### src/rtl/bcd2_updown_counter_if.sv
`default_nettype none
// ============================================================================
//  Module      : bcd2_updown_counter_if
//  Description : Control/load inputs and BCD digit outputs of the counter.
//  Revision    : 1.0  initial release
// ============================================================================
interface bcd2_updown_counter_if;
    logic       en;
    logic       up;
    logic       load;
    logic [3:0] ld_ten;
    logic [3:0] ld_one;
    logic [3:0] ten;
    logic [3:0] one;
    logic       tc;
    logic       ld_err;

    modport master (
        output en, up, load, ld_ten, ld_one,
        input  ten, one, tc, ld_err
    );

    modport slave (
        input  en, up, load, ld_ten, ld_one,
        output ten, one, tc, ld_err
    );
endinterface
`default_nettype wire

### src/rtl/bcd2_updown_counter.sv
`default_nettype none
// ============================================================================
//  Module      : bcd2_updown_counter
//  Description : Two-digit BCD up/down counter (00..TOP) with validated load
//                and terminal-count pulse. Define BCD_SAT_EN for saturation.
//  Revision    : 1.0  initial release
// ============================================================================
module bcd2_updown_counter #(
    parameter int TOP_TEN = 9,
    parameter int TOP_ONE = 9,
    parameter int RST_TEN = 0,
    parameter int RST_ONE = 0
) (
    input  wire logic              clk,
    input  wire logic              rst,
    bcd2_updown_counter_if.slave   bus
);

    localparam logic [3:0] c_TOP_TEN = 4'(TOP_TEN);
    localparam logic [3:0] c_TOP_ONE = 4'(TOP_ONE);
    localparam logic [3:0] c_RST_TEN = 4'(RST_TEN);
    localparam logic [3:0] c_RST_ONE = 4'(RST_ONE);
    localparam logic [7:0] c_TOP_VAL = 8'(10 * TOP_TEN + TOP_ONE);

    logic [3:0] r_ten;
    logic [3:0] r_one;
    logic       r_tc;
    logic       r_ld_err;

    logic [3:0] w_ten_nxt;
    logic [3:0] w_one_nxt;
    logic       w_tc_nxt;
    logic       w_ld_err_nxt;
    logic [7:0] w_ld_val;
    logic       w_ld_valid;
    logic       w_at_top;
    logic       w_at_zero;

    // Binary value of the requested load; digits up to 15 keep this below 256.
    assign w_ld_val   = 8'(bus.ld_ten) * 8'd10 + 8'(bus.ld_one);
    assign w_ld_valid = (bus.ld_ten <= 4'd9) && (bus.ld_one <= 4'd9) &&
                        (w_ld_val <= c_TOP_VAL);
    assign w_at_top   = (r_ten == c_TOP_TEN) && (r_one == c_TOP_ONE);
    assign w_at_zero  = (r_ten == 4'd0) && (r_one == 4'd0);

    always_comb begin
        w_ten_nxt    = r_ten;
        w_one_nxt    = r_one;
        w_tc_nxt     = 1'b0;
        w_ld_err_nxt = 1'b0;
        if (bus.load) begin
            if (w_ld_valid) begin
                w_ten_nxt = bus.ld_ten;
                w_one_nxt = bus.ld_one;
            end else begin
                w_ld_err_nxt = 1'b1;
            end
        end else if (bus.en) begin
            if (bus.up) begin
                if (w_at_top) begin
                    w_tc_nxt = 1'b1;
`ifndef BCD_SAT_EN
                    w_ten_nxt = 4'd0;
                    w_one_nxt = 4'd0;
`endif
                end else if (r_one == 4'd9) begin
                    w_one_nxt = 4'd0;
                    w_ten_nxt = r_ten + 4'd1;
                end else begin
                    w_one_nxt = r_one + 4'd1;
                end
            end else begin
                if (w_at_zero) begin
                    w_tc_nxt = 1'b1;
`ifndef BCD_SAT_EN
                    w_ten_nxt = c_TOP_TEN;
                    w_one_nxt = c_TOP_ONE;
`endif
                end else if (r_one == 4'd0) begin
                    w_one_nxt = 4'd9;
                    w_ten_nxt = r_ten - 4'd1;
                end else begin
                    w_one_nxt = r_one - 4'd1;
                end
            end
        end
    end

    always_ff @(posedge clk) begin
        if (rst) begin
            r_ten    <= c_RST_TEN;
            r_one    <= c_RST_ONE;
            r_tc     <= 1'b0;
            r_ld_err <= 1'b0;
        end else begin
            r_ten    <= w_ten_nxt;
            r_one    <= w_one_nxt;
            r_tc     <= w_tc_nxt;
            r_ld_err <= w_ld_err_nxt;
        end
    end

    assign bus.ten    = r_ten;
    assign bus.one    = r_one;
    assign bus.tc     = r_tc;
    assign bus.ld_err = r_ld_err;

endmodule
`default_nettype wire

### src/flat_wrapper.sv
// flat-port wrapper written by rule: the top's interface ports become plain ports
module bcd2_updown_counter_flat 
#(
    parameter int TOP_TEN = 9,
    parameter int TOP_ONE = 9,
    parameter int RST_TEN = 0,
    parameter int RST_ONE = 0
)
  (clk, rst, bus_en, bus_up, bus_load, bus_ld_ten, bus_ld_one, bus_ten, bus_one, bus_tc, bus_ld_err);
  bcd2_updown_counter_if bus_i ();
  input  wire logic clk;
  input  wire logic rst;
  input wire logic [$bits(bus_i.en)-1:0] bus_en;
  input wire logic [$bits(bus_i.up)-1:0] bus_up;
  input wire logic [$bits(bus_i.load)-1:0] bus_load;
  input wire logic [$bits(bus_i.ld_ten)-1:0] bus_ld_ten;
  input wire logic [$bits(bus_i.ld_one)-1:0] bus_ld_one;
  output wire logic [$bits(bus_i.ten)-1:0] bus_ten;
  output wire logic [$bits(bus_i.one)-1:0] bus_one;
  output wire logic [$bits(bus_i.tc)-1:0] bus_tc;
  output wire logic [$bits(bus_i.ld_err)-1:0] bus_ld_err;
  assign bus_i.en = bus_en;
  assign bus_i.up = bus_up;
  assign bus_i.load = bus_load;
  assign bus_i.ld_ten = bus_ld_ten;
  assign bus_i.ld_one = bus_ld_one;
  assign bus_ten = bus_i.ten;
  assign bus_one = bus_i.one;
  assign bus_tc = bus_i.tc;
  assign bus_ld_err = bus_i.ld_err;
  bcd2_updown_counter #(.TOP_TEN(TOP_TEN), .TOP_ONE(TOP_ONE), .RST_TEN(RST_TEN), .RST_ONE(RST_ONE)) u_core (.clk(clk), .rst(rst), .bus(bus_i));
endmodule
### config.mk
export PLATFORM = sky130hd
export DESIGN_NAME = bcd2_updown_counter_flat
export DESIGN_NICKNAME = d
export VERILOG_FILES = /design/src/rtl/bcd2_updown_counter_if.sv /design/src/rtl/bcd2_updown_counter.sv /design/src/flat_wrapper.sv
export SDC_FILE = /design/constraint.sdc
export NUM_CORES = 1
export LEC_CHECK = 0
export BUFFER_PORTS_ARGS = -buffer_cell sky130_fd_sc_hd__buf_2
export CORE_MARGIN = 2
export CORE_UTILIZATION = 60
export CTS_CLUSTER_DIAMETER = 40
export DETAILED_ROUTE_END_ITERATION = 10
export PLACE_DENSITY = 0.87
export SLEW_MARGIN = 20
export SYNTH_ARGS = -nofsm -noshare
export SYNTH_HDL_FRONTEND = slang
export SYNTH_SLANG_ARGS = --single-unit
### constraint.sdc
create_clock -name clk -period 6.8 [get_ports clk]
set_clock_uncertainty 0.05 [all_clocks]
set_input_delay 1.36 -clock clk [delete_from_list [all_inputs] [get_ports clk]]
set_output_delay 1.36 -clock clk [all_outputs]
set_load 0.01 [all_outputs]
==> impl_metrics.toml <==
[run_status]
status = "finished, final reports clean"

[timing]
grt_setup_unrepaired = "false"
setup_violations = 0
max_freq_ghz = 0.244
slew_headroom = 0.469
hold_viol_final = 0
worst_slew_pin_slew_ps = 786
finalCriticalPeriod_ps = 4110
worst_slack_ps = 2690
finalMaxSlewViolations = 0
setup_tns_ps = 0
finalCritPeriodShare = 0.604
timing.hold.ws_ps = 595

[critical_path]
r2r-end = "u_core.bus.ten[2]"
reg2reg_slack_ps = 4310
r2r-start = "u_core.bus.ten[0]"
cp_data_arrival_time_ps = 4210
max_stage_delay_ps = 550
crit_path_max_fanout = 8
crit_end = "u_core.bus.ten[3]"
cp-end-kind = "register"
cp_common_cell = "ha_1"
slowest_stage = "fa_1"
start_kind = "primary input"
reg2reg_depth = 8
worstPathRequired_ps = 6910
critical_path_class = "primary input to register"
cp_cell_sequence = "buf_2, ha_1, ha_1, fa_1, and2_2, o2111a_1, o21ai_0, a31oi_4, or3_2, o211a_1"
startpoint = "bus_ld_ten[3]"

[floorplanning]
fp.dieH_um = 50.5
initial_core_util = 0.647
pin_count = 23
dieArea_sq_um = 2550
num_rows = 16
die_x_um = 50.5
coreArea_sq_um = 2000

[grt]
track_usage = 0.260
antenna_found_initial = 0
grt_overflow = 0
grt_pass1_vias = 1188
grt_pass1_wl_um = 5130
grt_start_max_net_pins = 19

[clock_network]
post_cts_resized = 0
hold_buffers = 0
insertion_delay_ps = 270
clock_sinks = 10
clk_pin_slew_ps = 60
root_buffer = "clkbuf_4"
cts_tree = "yes"
post_cts_buffers = 0
cts_inserted_buffers = 3
cts.htree.levels = 1
cts_buffer_depth = 2

[synth]
synth-async-reset-ratio = 0
avgSynthCellArea_sq_um = 8.25
synth_top_flop_cell = "dfxtp_1"
yosysTopAreaCellShare = 0.155
ys_types = 55
synth_edf_count = 0
synth.net_count = 184
synthCells = 157
ys_seq_area_frac = 0.155
netlist_top_cells_area = "dfxtp_1, ha_1, inv_1"
synth_seq_cells = 10
synthTopCellsByCount = "inv_1, nand2_1, ha_1, dfxtp_1, o21ai_0"
netlist.top_cell.by_area = "dfxtp_1"
yosysWarnings = 0
syn_area_sq_um = 1290

[pwr]
p_int_mw = 0.145
p_per_area_nw_per_um2 = 169
p_leak_nw = 0.630
swShare = 0.399
switchingPower_mw = 0.0966
pwr-share-clk = 0.221
peakVddDrop_v = 0.000117
p_comb_frac = 0.467
power_frac_seq = 0.312

[route]
vias = 1274
avgRoutedWirePerCell_um = 15.4
routed_via_density = 6.34
first_pass_iters = 4
routed_wl_um = 3100
postRouteAntennaNets = 0
drc_errors = 0
drtIter0Drc = 39

[placed_design]
numPortBuffers = 22
place_inst = 197
place.gp.congestion = 0.864
hpwl_um = 2430
pre_cts_ws_ps = 2440

[cells_and_area]
final_cells = 201
antennaDiodeCount = 0
layout-drive-gt1-share = 0.236
area_growth_pct = 10.7
nNetsFinal = 202

[min_path]
hold_path.class = "register to register"

[job]
max_cap_viol_count = 0
## cells in the final DEF (no fill, tap or decap), drive strengths merged, types with 4 or more instances in the layout
cell and instances:
buf 22, nor2 9, nand2b 4, nand2 13
ha 12, or3 4, o21ai 9, clkbuf 4
mux2i 4, nand3 7, a21oi 8, inv 13
dfxtp 10
## power groups by stage
stage | combinational, mW | clock (mW) | sequential [mW]
2_1_floorplan | 0.0882 | 0 | 0.0733
4_1_cts | 0.112 | 0.0553 | 0.0755
3_3_place_gp | 0.107 | 0 | 0.0760
6_report | 0.113 | 0.0536 | 0.0755
5_1_grt | 0.125 | 0.0573 | 0.0769
3_5_place_dp | 0.111 | 0 | 0.0768
## registers in the layout (all words and copies together), names as in the netlist
signal,count
u_core.bus.ten,4
u_core.bus.ld_err,1
u_core.bus.tc,1
u_core.bus.one,4
## per-stage QoR
step / power, mW / area [sq um] / utilization
final: 0.242 / 1430 / 0.716
after global routing: 0.259 / 1430 / 0.716
after CTS: 0.243 / 1430 / 0.716
after detailed placement: 0.188 / 1400 / 0.698
after global placement: 0.183 / 1400 / 0.698
after floorplan: 0.161 / 1290 / -
## how the worst min path moves through the flow
stage,from,end,slack [ps],cells past startpoint
2_1_floorplan,u_core.bus.ten[1],u_core.bus.ten[1],560,2
3_3_place_gp,u_core.bus.one[0],u_core.bus.one[0],580,2
3_5_place_dp,u_core.bus.ten[1],u_core.bus.ten[1],580,2
4_1_cts,u_core.bus.ten[1],u_core.bus.ten[1],590,2
5_1_grt,u_core.bus.ten[1],u_core.bus.ten[1],630,2
6_report,u_core.bus.ten[1],u_core.bus.ten[1],600,2
## cell families (layout without fill, tap and decap cells)
kind of cell    Yosys count  in the layout  share of synthesized area
fa+ha+maj                14             14                      0.147
buf+inv                  22             39                     0.0696
simple gates             53             53                      0.228
compound gates           48             48                      0.326
xor+xnor                  4              4                     0.0271
flops                    10             10                      0.155
mux                       6              6                     0.0483
## critical path: cells and delay by family
kind / cells / cell delay (ps)
AO/OA/AOI/OAI: 4 / 940
adder cells (fa/ha/maj): 3 / 1080
AND/OR/NAND/NOR: 2 / 680
buffers and inverters: 1 / 150
## layout make-up
| class | instances | area [sq um] |
|---|---|---|
| Fill cell | 176 | 568 |
| Tap cell | 27 | 33.8 |
| Multi-Input combinational cell | 125 | 1000 |
| Timing Repair Buffer | 22 | 110 |
| Inverter | 13 | 48.8 |
| Sequential cell | 10 | 200 |
| Clock buffer | 4 | 36.3 |
## per-layer routing
metal,share of wire,vias to the layer above,global-route usage
li1,-,620,-
met1,0.41,597,0.306
met2,0.51,47,0.469
met3,0.049,10,0.0298
met4,0.023,0,0.117
met5,0,-,0
Note: power is estimated with default switching activity, not from simulation.
